--- src/rtl/mem_pkg.sv ---
// Shared types for the SDRAM port arbiter: controller op codes, arbiter
// states, port identifiers and the round-robin pick helper.
package mem_pkg;

    localparam logic [1:0] MC_OP_IDLE  = 2'b00;
    localparam logic [1:0] MC_OP_WRITE = 2'b01;
    localparam logic [1:0] MC_OP_READ  = 2'b10;

    typedef enum logic [1:0] {
        IDLE    = 2'd0,
        WAIT    = 2'd1,
        REFRESH = 2'd2
    } arb_state_e;

    typedef enum logic {
        PORT_IF = 1'b0,
        PORT_D  = 1'b1
    } port_e;

    // With both ports requesting, the port that did not win last time goes next.
    function automatic port_e rr_pick(input logic if_req, input logic d_req,
                                      input port_e last_grant);
        port_e pick;
        if (if_req && d_req) begin
            pick = (last_grant == PORT_IF) ? PORT_D : PORT_IF;
        end else if (d_req) begin
            pick = PORT_D;
        end else begin
            pick = PORT_IF;
        end
        return pick;
    endfunction

endpackage

--- src/rtl/refresh_scheduler.sv ---
// Auto-refresh interval timer plus saturating count of refreshes still owed
// to the SDRAM; a tick lost at saturation raises a sticky overflow flag.
module refresh_scheduler
    import mem_pkg::*;
#(
    parameter int REF_INTERVAL = 975,
    parameter int REF_PEND_MAX = 8,
    parameter int REF_URGENT   = 4,
    localparam int PW          = $clog2(REF_PEND_MAX + 1)
) (
    input  logic          clk,
    input  logic          reset_n,
    input  logic          ref_done,
    output logic [PW-1:0] ref_pending,
    output logic          ref_urgent,
    output logic          ref_overflow
);

    localparam int            TW           = (REF_INTERVAL > 1) ? $clog2(REF_INTERVAL) : 1;
    localparam logic [TW-1:0] TIMER_RELOAD = TW'(REF_INTERVAL - 1);
    localparam logic [PW-1:0] PEND_MAX     = PW'(REF_PEND_MAX);
    localparam logic [PW-1:0] URGENT_LVL   = PW'(REF_URGENT);

    logic [TW-1:0] timer_q, timer_d;
    logic [PW-1:0] pending_q, pending_d;
    logic          overflow_q, overflow_d;
    logic          tick_s;

    // Interval timer: reload and tick on reaching zero.
    always_comb begin
        tick_s  = 1'b0;
        timer_d = timer_q;
        if (timer_q == TW'(0)) begin
            tick_s  = 1'b1;
            timer_d = TIMER_RELOAD;
        end else begin
            timer_d = timer_q - TW'(1);
        end
    end

    // Pending counter: a tick and a completed refresh in one cycle cancel out.
    always_comb begin
        pending_d  = pending_q;
        overflow_d = overflow_q;
        if (tick_s && !ref_done) begin
            if (pending_q == PEND_MAX) begin
                overflow_d = 1'b1;
            end else begin
                pending_d = pending_q + PW'(1);
            end
        end else if (!tick_s && ref_done) begin
            if (pending_q != PW'(0)) begin
                pending_d = pending_q - PW'(1);
            end else begin
                pending_d = pending_q;
            end
        end else begin
            pending_d = pending_q;
        end
    end

    // State registers.
    always_ff @(posedge clk or negedge reset_n) begin
        if (!reset_n) begin
            timer_q    <= TIMER_RELOAD;
            pending_q  <= PW'(0);
            overflow_q <= 1'b0;
        end else begin
            timer_q    <= timer_d;
            pending_q  <= pending_d;
            overflow_q <= overflow_d;
        end
    end

    assign ref_pending  = pending_q;
    assign ref_urgent   = (pending_q >= URGENT_LVL);
    assign ref_overflow = overflow_q;

endmodule

--- src/rtl/mem_arbiter.sv ---
// Shares one SDRAM controller between the fetch and load/store ports, one
// transaction at a time, and slots auto-refresh in between transactions.
module mem_arbiter
    import mem_pkg::*;
#(
    parameter int N            = 64,
    parameter int ADDR_W       = 18,
    parameter int REF_INTERVAL = 975,
    parameter int REF_PEND_MAX = 8,
    parameter int REF_URGENT   = 4,
    parameter int TIMEOUT      = 64
) (
    input  logic              clk,
    input  logic              reset_n,
    input  logic              if_req,
    input  logic [ADDR_W-1:0] if_addr,
    output logic              if_gnt,
    output logic              if_valid,
    output logic [N-1:0]      if_rdata,
    input  logic              d_req,
    input  logic              d_we,
    input  logic [ADDR_W-1:0] d_addr,
    input  logic [N-1:0]      d_wdata,
    output logic              d_gnt,
    output logic              d_valid,
    output logic [N-1:0]      d_rdata,
    output logic [1:0]        mc_op,
    output logic [ADDR_W-1:0] mc_addr,
    output logic [N-1:0]      mc_wdata,
    input  logic [N-1:0]      mc_rdata,
    input  logic              mc_done,
    output logic              mc_ref,
    input  logic              mc_ref_ack,
    output logic              ref_overflow,
    output logic              timeout_err
);

    localparam int            PW        = $clog2(REF_PEND_MAX + 1);
    localparam int            CW        = (TIMEOUT > 1) ? $clog2(TIMEOUT) : 1;
    localparam logic [CW-1:0] WAIT_LAST = CW'(TIMEOUT - 1);

    arb_state_e        state_q, state_d;
    port_e             last_grant_q, last_grant_d;
    port_e             owner_q, owner_d;
    port_e             pick_s;
    logic [CW-1:0]     wait_cnt_q, wait_cnt_d;
    logic              if_gnt_q, if_gnt_d, d_gnt_q, d_gnt_d;
    logic              if_valid_q, if_valid_d, d_valid_q, d_valid_d;
    logic [N-1:0]      if_rdata_q, if_rdata_d, d_rdata_q, d_rdata_d;
    logic [1:0]        mc_op_q, mc_op_d;
    logic [ADDR_W-1:0] mc_addr_q, mc_addr_d;
    logic [N-1:0]      mc_wdata_q, mc_wdata_d;
    logic              mc_ref_q, mc_ref_d;
    logic              timeout_err_q, timeout_err_d;
    logic              ref_done_s, ref_urgent_s, ref_overflow_s;
    logic [PW-1:0]     ref_pending_s;

    refresh_scheduler #(
        .REF_INTERVAL (REF_INTERVAL),
        .REF_PEND_MAX (REF_PEND_MAX),
        .REF_URGENT   (REF_URGENT)
    ) u_ref_sched (
        .clk          (clk),
        .reset_n      (reset_n),
        .ref_done     (ref_done_s),
        .ref_pending  (ref_pending_s),
        .ref_urgent   (ref_urgent_s),
        .ref_overflow (ref_overflow_s)
    );

    // Next-state and next-output logic; the controller-facing latch is mc_addr/mc_wdata.
    always_comb begin
        state_d       = state_q;
        last_grant_d  = last_grant_q;
        owner_d       = owner_q;
        wait_cnt_d    = wait_cnt_q;
        if_gnt_d      = 1'b0;
        d_gnt_d       = 1'b0;
        if_valid_d    = 1'b0;
        d_valid_d     = 1'b0;
        if_rdata_d    = if_rdata_q;
        d_rdata_d     = d_rdata_q;
        mc_op_d       = mc_op_q;
        mc_addr_d     = mc_addr_q;
        mc_wdata_d    = mc_wdata_q;
        mc_ref_d      = mc_ref_q;
        timeout_err_d = timeout_err_q;
        ref_done_s    = 1'b0;
        pick_s        = rr_pick(if_req, d_req, last_grant_q);

        case (state_q)
            IDLE: begin
                mc_op_d  = MC_OP_IDLE;
                mc_ref_d = 1'b0;
                if (ref_urgent_s) begin
                    state_d  = REFRESH;
                    mc_ref_d = 1'b1;
                end else if (if_req || d_req) begin
                    state_d      = WAIT;
                    owner_d      = pick_s;
                    last_grant_d = pick_s;
                    wait_cnt_d   = CW'(0);
                    if (pick_s == PORT_D) begin
                        d_gnt_d    = 1'b1;
                        mc_op_d    = d_we ? MC_OP_WRITE : MC_OP_READ;
                        mc_addr_d  = d_addr;
                        mc_wdata_d = d_wdata;
                    end else begin
                        if_gnt_d   = 1'b1;
                        mc_op_d    = MC_OP_READ;
                        mc_addr_d  = if_addr;
                        mc_wdata_d = {N{1'b0}};
                    end
                end else if (ref_pending_s != PW'(0)) begin
                    state_d  = REFRESH;
                    mc_ref_d = 1'b1;
                end else begin
                    state_d = IDLE;
                end
            end

            WAIT: begin
                if (mc_done) begin
                    state_d = IDLE;
                    mc_op_d = MC_OP_IDLE;
                    if (owner_q == PORT_D) begin
                        d_valid_d = 1'b1;
                        d_rdata_d = mc_rdata;
                    end else begin
                        if_valid_d = 1'b1;
                        if_rdata_d = mc_rdata;
                    end
                end else if (wait_cnt_q == WAIT_LAST) begin
                    // Abandon the stuck transaction; the owner still gets its valid.
                    state_d       = IDLE;
                    mc_op_d       = MC_OP_IDLE;
                    timeout_err_d = 1'b1;
                    if (owner_q == PORT_D) begin
                        d_valid_d = 1'b1;
                        d_rdata_d = {N{1'b0}};
                    end else begin
                        if_valid_d = 1'b1;
                        if_rdata_d = {N{1'b0}};
                    end
                end else begin
                    wait_cnt_d = wait_cnt_q + CW'(1);
                end
            end

            REFRESH: begin
                mc_op_d = MC_OP_IDLE;
                if (mc_ref_ack) begin
                    state_d    = IDLE;
                    mc_ref_d   = 1'b0;
                    ref_done_s = 1'b1;
                end else begin
                    mc_ref_d = 1'b1;
                end
            end

            default: begin
                state_d  = IDLE;
                mc_op_d  = MC_OP_IDLE;
                mc_ref_d = 1'b0;
            end
        endcase
    end

    // State and output registers.
    always_ff @(posedge clk or negedge reset_n) begin
        if (!reset_n) begin
            state_q       <= IDLE;
            last_grant_q  <= PORT_IF;
            owner_q       <= PORT_IF;
            wait_cnt_q    <= CW'(0);
            if_gnt_q      <= 1'b0;
            d_gnt_q       <= 1'b0;
            if_valid_q    <= 1'b0;
            d_valid_q     <= 1'b0;
            if_rdata_q    <= {N{1'b0}};
            d_rdata_q     <= {N{1'b0}};
            mc_op_q       <= MC_OP_IDLE;
            mc_addr_q     <= {ADDR_W{1'b0}};
            mc_wdata_q    <= {N{1'b0}};
            mc_ref_q      <= 1'b0;
            timeout_err_q <= 1'b0;
        end else begin
            state_q       <= state_d;
            last_grant_q  <= last_grant_d;
            owner_q       <= owner_d;
            wait_cnt_q    <= wait_cnt_d;
            if_gnt_q      <= if_gnt_d;
            d_gnt_q       <= d_gnt_d;
            if_valid_q    <= if_valid_d;
            d_valid_q     <= d_valid_d;
            if_rdata_q    <= if_rdata_d;
            d_rdata_q     <= d_rdata_d;
            mc_op_q       <= mc_op_d;
            mc_addr_q     <= mc_addr_d;
            mc_wdata_q    <= mc_wdata_d;
            mc_ref_q      <= mc_ref_d;
            timeout_err_q <= timeout_err_d;
        end
    end

    assign if_gnt       = if_gnt_q;
    assign d_gnt        = d_gnt_q;
    assign if_valid     = if_valid_q;
    assign d_valid      = d_valid_q;
    assign if_rdata     = if_rdata_q;
    assign d_rdata      = d_rdata_q;
    assign mc_op        = mc_op_q;
    assign mc_addr      = mc_addr_q;
    assign mc_wdata     = mc_wdata_q;
    assign mc_ref       = mc_ref_q;
    assign timeout_err  = timeout_err_q;
    assign ref_overflow = ref_overflow_s;

endmodule

--- config.mk ---
export PLATFORM = sky130hd
export DESIGN_NAME = mem_arbiter
export DESIGN_NICKNAME = d
export VERILOG_FILES = /design/src/rtl/mem_pkg.sv /design/src/rtl/refresh_scheduler.sv /design/src/rtl/mem_arbiter.sv
export SDC_FILE = /design/constraint.sdc
export NUM_CORES = 1
export LEC_CHECK = 0
export CORE_AREA = 2 2 154 156
export DETAILED_ROUTE_END_ITERATION = 12
export DIE_AREA = 0 0 156 158
export PLACE_DENSITY = 0.75
export SLEW_MARGIN = 40
export SYNTH_ARGS = -nofsm -noshare
export SYNTH_HDL_FRONTEND = slang
export SYNTH_SLANG_ARGS = --single-unit
--- constraint.sdc ---
create_clock -name clk -period 3.8 [get_ports clk]
set_input_delay 0.76 -clock clk [delete_from_list [all_inputs] [get_ports clk]]
set_output_delay 0.76 -clock clk [all_outputs]
set_load 0.005 [all_outputs]
# == Yosys cells after proc, flatten, opt, wreduce, memory -nomap -nowiden ==
# Cells that the tools add are included.
# Widths: inputs -> output; s select.
# word_totals
ramBits,0
word_cells,115
inputBits,171
output_inout_bits,219
mem_bits_ro,0
latch_bits,0
reg_bits,242
n_memories,0
# op_classes
bitwise_logic,3
mux,58
reduce_logical,21
addsub,4
shifts,0
mul,0
div,0
eq_ne,11
order_cmp,1
# op_table
operator,n
$mux 64,9
$mux 1,25
$mux 6,4
$mux 2,10
$mux 18,1
$mux 4,4
$reduce_and 3->1,5
$ne 2x2->1 const B,6
$pmux 6 s2,1
$logic_not 10->1,1
$mux 10,1
$sub 10x1->10 const B,1
$reduce_bool 2->1,4
$add 6x1->6 const B,1
$eq 6x6->1 const B,1
$pmux 2 s3,1
$reduce_and 5->1,1
$add 4x1->4 const B,1
$eq 4x4->1 const B,1
$ge 4x3->1 const B,1
$pmux 2 s2,1
$reduce_and 2->1,2
$reduce_bool 4->1,1
$sub 4x1->4 const B,1
9 further kinds,14

# == Depth between registers and ports, before layout ==
# Gate-level depths: netlist of the first run.
# logic_depth
word_depth,6
ltp_mapped,10
mapped_depth_nobuf,10

# == Hierarchy ==
# Synthesis of the first run repeated with hierarchy kept, for this count alone.
# hier_totals
cells_unflattened,657
hier_area_um2,9141.3
# modules_own_cells
module,n_inst,area_each_um2,cells_each
mem_arbiter,1,8343.0,582
refresh_scheduler,1,798.3,75

# == Worst setup path after synthesis of the first run ==
# No wires, ideal clock.
# synth_path
path_type,flip-flop to flip-flop
startpoint,reg u_ref_sched.timer_q[0]
endpoint,reg u_ref_sched.pending_q[3] (netlist: u_ref_sched.ref_pending[3])
required_ns,3.675
period_less_slack_ns,2.252
setup_slack_ns,1.548
setup_time_ns,0.125
path_stages_with_launch,11
arrival_time_ns,2.127
path_buffers,0
path_cell_list,dfrtp_1 -> inv_1 -> ha_1 -> nor4b_4 -> nand4_1 -> ha_1 -> a21o_1 -> a21oi_1 -> xor2_1 -> nor2_1 -> xor2_1
# synth_via
elab_chain_len,6
# synth_rtl
item,line,source
start: declaration,refresh_scheduler.sv:24,"logic [TW-1:0] timer_q, timer_d;"
start signal: assignment,refresh_scheduler.sv:69,timer_q <= timer_d;
$logic_not 10->1 (*),refresh_scheduler.sv:33,if (timer_q == TW'(0)) begin
$mux 1 (*),refresh_scheduler.sv:33,
$logic_not 1->1,refresh_scheduler.sv:51,end else if (!tick_s && ref_done) begin
$logic_and 1x1->1,refresh_scheduler.sv:51,
$reduce_bool 2->1 (no line),n/a,
$reduce_and 3->1 (no line),n/a,
end signal: assignment,refresh_scheduler.sv:70,pending_q <= pending_d;
end: declaration,refresh_scheduler.sv:25,"logic [PW-1:0] pending_q, pending_d;"
# Mark *: on every way between the ends. The rest lies on a longest branch, timed or not.
# A chain may end at the register's enable or synchronous reset.

# == Worst setup path in the final report of the first run ==
# Ends and elaborated chain as after synthesis.

==> results of run 1 <==
-- per-layer routing --
metal	wire, um	global-route usage	up-vias
met1	11100	0.270	3711
met3	1910	0.0474	47
met5	0	0	-
met2	13000	0.345	274
met4	700	0.0677	0
li1	-	-	3609
-- Yosys cell counts, drive strengths merged, types with 7 or more instances --
library cell / number / area, um^2
nand2: 206 / 773
nor2: 13 / 48.8
nand3: 8 / 40.0
and3: 19 / 119
o21ai: 132 / 661
dfstp: 7 / 184
dfrtp: 235 / 5880
a221o: 18 / 180
a22o: 66 / 578
a21oi: 7 / 35.0
xor2: 7 / 61.3
clkbuf: 39 / 146
buf: 18 / 88.8
-- kinds of logic after synthesis --
kind of cell             count (synthesis)  share of synthesized area
XOR/XNOR                                13                     0.0124
multiplexers                             2                    0.00231
flip-flops                             242                      0.659
AO/OA/AOI/OAI                          239                      0.172
AND/OR/NAND/NOR                        261                      0.119
adder cells (fa/ha/maj)                  5                    0.00761
buffers and inverters                   63                     0.0280
-- per-stage QoR --
stage | hold slack (ns) | instances
final | 0.249 | 1503
after floorplan | 0.439 | 825
after CTS | 0.276 | 1503
after global placement | 0.448 | 1458
after detailed placement | 0.455 | 1458
after global routing | 0.297 | 1503
-- registers in the layout, summed over array words and instances, names as in the netlist --
| name | cells |
|---|---|
| if_valid | 1 |
| if_gnt | 1 |
| u_ref_sched.ref_overflow | 1 |
| mc_wdata | 64 |
| state_q | 2 |
| if_rdata | 64 |
| mc_addr | 18 |
| u_ref_sched.ref_pending | 4 |
| mc_ref | 1 |
| d_valid | 1 |
| d_rdata | 64 |
| mc_op | 2 |
| u_ref_sched.timer_q | 10 |
| owner_q | 1 |
| d_gnt | 1 |
| wait_cnt_q | 6 |
| timeout_err | 1 |
-- layout make-up --
cell class	count	area, um^2
Clock inverter	7	68.8
Multi-Input combinational cell	520	2900
Tap cell	290	363
Clock buffer	38	767
Fill cell	1824	8840
Timing Repair Buffer	400	4030
Sequential cell	242	6060
Inverter	6	22.5
-- worst max-delay path, cell delays in order (launching register included) --
cell	delay [ns]
dfrtp_1	0.40
inv_1	0.07
ha_1	0.20
nor4b_4	0.35
nand4_1	0.30
ha_1	0.36
a21o_1	0.16
a21oi_1	0.16
xor2_1	0.16
nor2_1	0.07
xor2_1	0.16
-- how the worst max path moves through the flow --
| stage | start | end | slack, ns | depth (start not counted) |
|---|---|---|---|---|
| after floorplan | u_ref_sched.timer_q[0] | u_ref_sched.ref_pending[3] | 1.55 | 10 |
| after global placement | d_req | mc_wdata[16] | 0.78 | 5 |
| after detailed placement | if_req | mc_wdata[51] | 0.91 | 6 |
| after CTS | u_ref_sched.timer_q[0] | u_ref_sched.ref_pending[3] | 1.28 | 10 |
| after global routing | u_ref_sched.timer_q[0] | u_ref_sched.ref_pending[3] | 1.07 | 10 |
| final | u_ref_sched.timer_q[0] | u_ref_sched.ref_pending[3] | 1.30 | 10 |
-- power groups by stage --
stage | clock (mW) | sequential [mW] | combinational (mW)
global route | 2.64 | 4.14 | 3.73
detailed placement | 0 | 4.05 | 3.46
floorplan | 0 | 4.09 | 0.956
global placement | 0 | 4.03 | 3.39
CTS | 2.52 | 4.04 | 3.47
finish | 2.46 | 4.03 | 3.43
==> flow_metrics.tcl, run 1 <==
set metrics [dict create \
    grt_pass1_wl_um 40700 \
    clk_pin_slew_ns 0.06 \
    die_x_um 156 \
    power.net_switching_mw 2.84 \
    place_congestion 0.784 \
    power_density_mw_per_mm2 698 \
    tns_ns 0 \
    drv_cap 0 \
    drive_above_1_share 0.0544 \
    synth_nets 1001 \
    final_util 0.616 \
    drc 0 \
    slew_headroom 0.481 \
    fin_crit_sh 0.659 \
    wl_um 26600 \
    yosys_warnings 0 \
    drt.antenna.violating_nets 0 \
    port_buffers 389 \
    syn2layout_area_growth_pct 54.4 \
    critPathRequiredTime_ns 4.20 \
    syn_avg_cell_area_um2 11.2 \
    final_cell_mix "387 x clkdlybuf4s50_1, 235 x dfrtp_1, 206 x nand2_1" \
    reg2reg_to "u_ref_sched.ref_pending[3]" \
    vias 7641 \
    end_kind "register" \
    dpl_worst_slack_ns 0.908 \
    final-max-slew-violation-count 0 \
    ios 390 \
    cts_root_buf "clkbuf_16" \
    crit_fanout 6 \
    grt_antenna_before_repair 0 \
    synth-edff-count 0 \
    r2r-start "u_ref_sched.timer_q[0]" \
    dp_hpwl_um 18300 \
    syn_inst 825 \
    cts_setup_buffers 0 \
    r2r_slack_ns 1.30 \
    cts.sinks 242 \
    grt_setup_unrepaired "no" \
    finalHoldViolations 0 \
    tightest_slew_ns 0.774 \
    placed_area_mm2 0.0134 \
    fin_worst_skew_ns 0.0109 \
    p_leak_nw 6.36 \
    combPwrFrac 0.345 \
    numCtsBuffers 26 \
    clock_path_buffers 3 \
    ys_types 42 \
    clock_latency_ns 0.52 \
    total_power_mw 9.92 \
    routedWlPerCell_um 17.7 \
    arrival_ns 2.90 \
    outcome "finished clean" \
    criticalPathCategory "reg2reg" \
    p_clk_frac 0.248 \
    sequentialPowerShare 0.407 \
    peakVddDrop_mv 0.429 \
    grt_max_degree 130 \
    dieArea_mm2 0.0246 \
    ys_seq_elements 242 \
    synth_flop_cell "dfrtp_1" \
    internal-power_mw 7.08 \
    cts_tree "yes" \
    drt_iter0_drc 442 \
    yosysSeqAreaShare 0.659 \
    syn_area_mm2 0.00920 \
    sw_frac_of_total 0.286 \
    row_count 56 \
    drtPass1Iterations 6 \
    final_common_cell "clkdlybuf4s50_1" \
    crit_path_start_kind "register" \
    fmax_mhz 400 \
    final_area_mm2 0.0142 \
    start_util 0.399 \
    grtUsageTotal 0.207 \
    core_mm2 0.0231 \
    layout.nets 1372 \
    min_path_type "in2async" \
    htree_levels 1 \
    cts_hold_buf 0 \
    synth-async-reset-ratio 1.00 \
    post_cts_resized 0 \
    finalSetupViolCount 0 \
    first_global_vias 7533 \
    viasPerCell 5.08 \
    finalWorstSetupSlack_ns 1.30 \
    r2r_cells 10 \
    grt_remaining_overflow 0 \
    antenna_cells 0 \
    chipHeight_um 158 \
    period_minus_slack_ns 2.50 \
]
Power figures use the tool's default switching activity.
==> run 2: changes to the inputs <==
--- a/config.mk
+++ b/config.mk
@@ -5,10 +5,9 @@
 export SDC_FILE = /design/constraint.sdc
 export NUM_CORES = 1
 export LEC_CHECK = 0
-export CORE_AREA = 2 2 154 156
+export CORE_UTILIZATION = 39
 export DETAILED_ROUTE_END_ITERATION = 12
-export DIE_AREA = 0 0 156 158
-export PLACE_DENSITY = 0.75
+export PLACE_DENSITY = 0.76
 export SLEW_MARGIN = 40
 export SYNTH_ARGS = -nofsm -noshare
 export SYNTH_HDL_FRONTEND = slang
==> constraint.sdc (replaced) <==
create_clock -name clk -period 2.3 [get_ports clk]
set_input_delay 0.46 -clock clk [delete_from_list [all_inputs] [get_ports clk]]
set_output_delay 0.46 -clock clk [all_outputs]
set_load 0.005 [all_outputs]
==> run 2 against run 1 <==
  * Wire length is 2.1% lower
  * Critical endpoint unchanged
  * Total power is 69% higher
  * Via count hardly changed
  * Largest power group unchanged
  * Sequential cell count stayed put
  * Combinational power is 67% higher
  * First-iteration DRC count is 7.2% higher
  * Cell count is 2.9% higher
  * Utilization is 1.8 points higher
==> flow_metrics.tcl, run 2 (synthesis results as in run 1) <==
set metrics [dict create \
    outcome "finished clean" \
    drive_above_1_share 0.0714 \
    nFillCells 1863 \
    grt_max_degree 130 \
    viasPerCell 4.94 \
    peakVddDrop_mv 0.565 \
    grt_antenna_before_repair 0 \
    sequentialPowerShare 0.397 \
    r2r_slack_ns 0.18 \
    worstSetupEndpoint "u_ref_sched.ref_pending[3]" \
    power.net_switching_mw 4.66 \
    crit_cells 10 \
    vias 7640 \
    min_path_type "in2reg" \
    placed_area_mm2 0.0136 \
    cp-startpoint "u_ref_sched.timer_q[0]" \
    place_congestion 0.774 \
    die_x_um 156 \
    fin_crit_sh 0.921 \
    drv_cap 0 \
    criticalPathCategory "reg2reg" \
    chipHeight_um 156 \
    drt_iter0_drc 474 \
    met2_length_um 12800 \
    tightest_slew_ns 0.602 \
    route.met3.wl_um 2090 \
    htree_levels 1 \
    r2r-start "u_ref_sched.timer_q[0]" \
    fin_worst_skew_ns 0.0179 \
    cts.sinks 242 \
    finalHoldViolations 0 \
    clk_pin_slew_ns 0.06 \
    final-max-slew-violation-count 0 \
    grt_setup_unrepaired "no" \
    numCtsBuffers 26 \
    r2r_cells 10 \
    port_buffers 389 \
    drtPass1Iterations 5 \
    final_cell_mix "387 x clkdlybuf4s50_1, 235 x dfrtp_1, 206 x nand2_1" \
    critical_path.slowest_cell "dfrtp_1" \
    end_kind "register" \
    clock_latency_ns 0.52 \
    combPwrFrac 0.342 \
    fmax_mhz 472 \
    finalSetupViolCount 0 \
    sw_frac_of_total 0.278 \
    p_clk_frac 0.261 \
    period_minus_slack_ns 2.12 \
    crit_chain "inv_1 > ha_1 > nor4b_4 > nand4_1 > buf_4 > ha_1 > a21oi_2 > xor2_1 > nor2_1 > xor2_1" \
    crit_path_start_kind "register" \
    wl_um 26100 \
    core_mm2 0.0229 \
    met1_length_um 10500 \
    cts_setup_buffers 0 \
    internal-power_mw 12.1 \
    grtUsageTotal 0.212 \
    p_leak_nw 6.52 \
    dp_hpwl_um 18300 \
    clock_path_buffers 3 \
    routedWlPerCell_um 16.9 \
    drt.antenna.violating_nets 0 \
    ios 390 \
    final_common_cell "clkdlybuf4s50_1" \
    slew_headroom 0.599 \
    final_area_mm2 0.0145 \
    drc 0 \
    layout.nets 1390 \
    row_count 55 \
    arrival_ns 2.51 \
    highest_layer "met4" \
    crit_path_max_incr_delay_ns 0.40 \
    cts_tree "yes" \
    grt_remaining_overflow 0 \
    antenna_cells 0 \
    first_global_vias 7626 \
    cts_root_buf "clkbuf_16" \
    tns_ns 0 \
    path_buf_inv 2 \
    power_density_mw_per_mm2 1150 \
    crit_family "adder cells" \
    grt_pass1_wl_um 40800 \
    start_util 0.402 \
    dieArea_mm2 0.0242 \
    critPathRequiredTime_ns 2.69 \
    crit_fanout 4 \
    reg2reg_to "u_ref_sched.ref_pending[3]" \
    syn2layout_area_growth_pct 58.0 \
]
[run 2: timing repair]
| action | 4_1_cts | 5_1_grt |
|---|---|---|
| resized for setup | 0 | 1 |
| endpoints found under the setup margin | 0 | 1 |
| hold buffers | 1 | 0 |
| endpoints found under the hold margin | 62 | 0 |
[run 2: tightest hold or removal path, stage by stage]
cell	delay, ns
buf_2	0.16
nor3b_1	0.10
a21o_1	0.18
[run 2: power groups by stage]
stage | clock [mW] | combinational, mW | sequential (mW)
2_1_floorplan | 0 | 1.58 | 6.75
3_3_place_gp | 0 | 5.67 | 6.65
3_5_place_dp | 0 | 5.77 | 6.68
4_1_cts | 4.49 | 5.80 | 6.66
5_1_grt | 4.65 | 6.20 | 6.82
6_report | 4.37 | 5.72 | 6.65
[run 2: worst min-delay path by stage]
stage	start	cells past startpoint	to
2_1_floorplan	reset_n	0	d_gnt
3_3_place_gp	u_ref_sched.timer_q[6]	2	u_ref_sched.timer_q[6]
3_5_place_dp	u_ref_sched.timer_q[6]	2	u_ref_sched.timer_q[6]
4_1_cts	mc_done	3	timeout_err
5_1_grt	mc_done	3	timeout_err
6_report	mc_done	3	timeout_err
[run 2: area by class of cell]
type                       count  area, um^2  share of cell area
sequential                   242        6060               0.417
timing repair buffer         418        4250               0.292
multi-input combinational    520        2900               0.199
clock buffer                  35         746              0.0513
tap                          313         392              0.0269
clock inverter                12         166              0.0114
inverter                       6        22.5             0.00155
[run 2: stage by stage]
stage	utilization	total power, mW	hold WS, ns	setup WS [ns]	std cells
floorplan	-	8.33	0.164	0.0481	825
global placement	0.594	12.3	0.448	0.0609	1498
detailed placement	0.594	12.5	0.455	0.0311	1498
CTS	0.634	16.9	0.433	0.137	1546
global route	0.634	17.7	0.450	0.0150	1546
finish	0.634	16.7	0.443	0.183	1546
[run 2: metal layers]
metal / vias up / track usage
met4: 0 / 0.0691
met1: 3638 / 0.262
met5: - / 0
met2: 303 / 0.360
li1: 3650 / -
met3: 49 / 0.0558
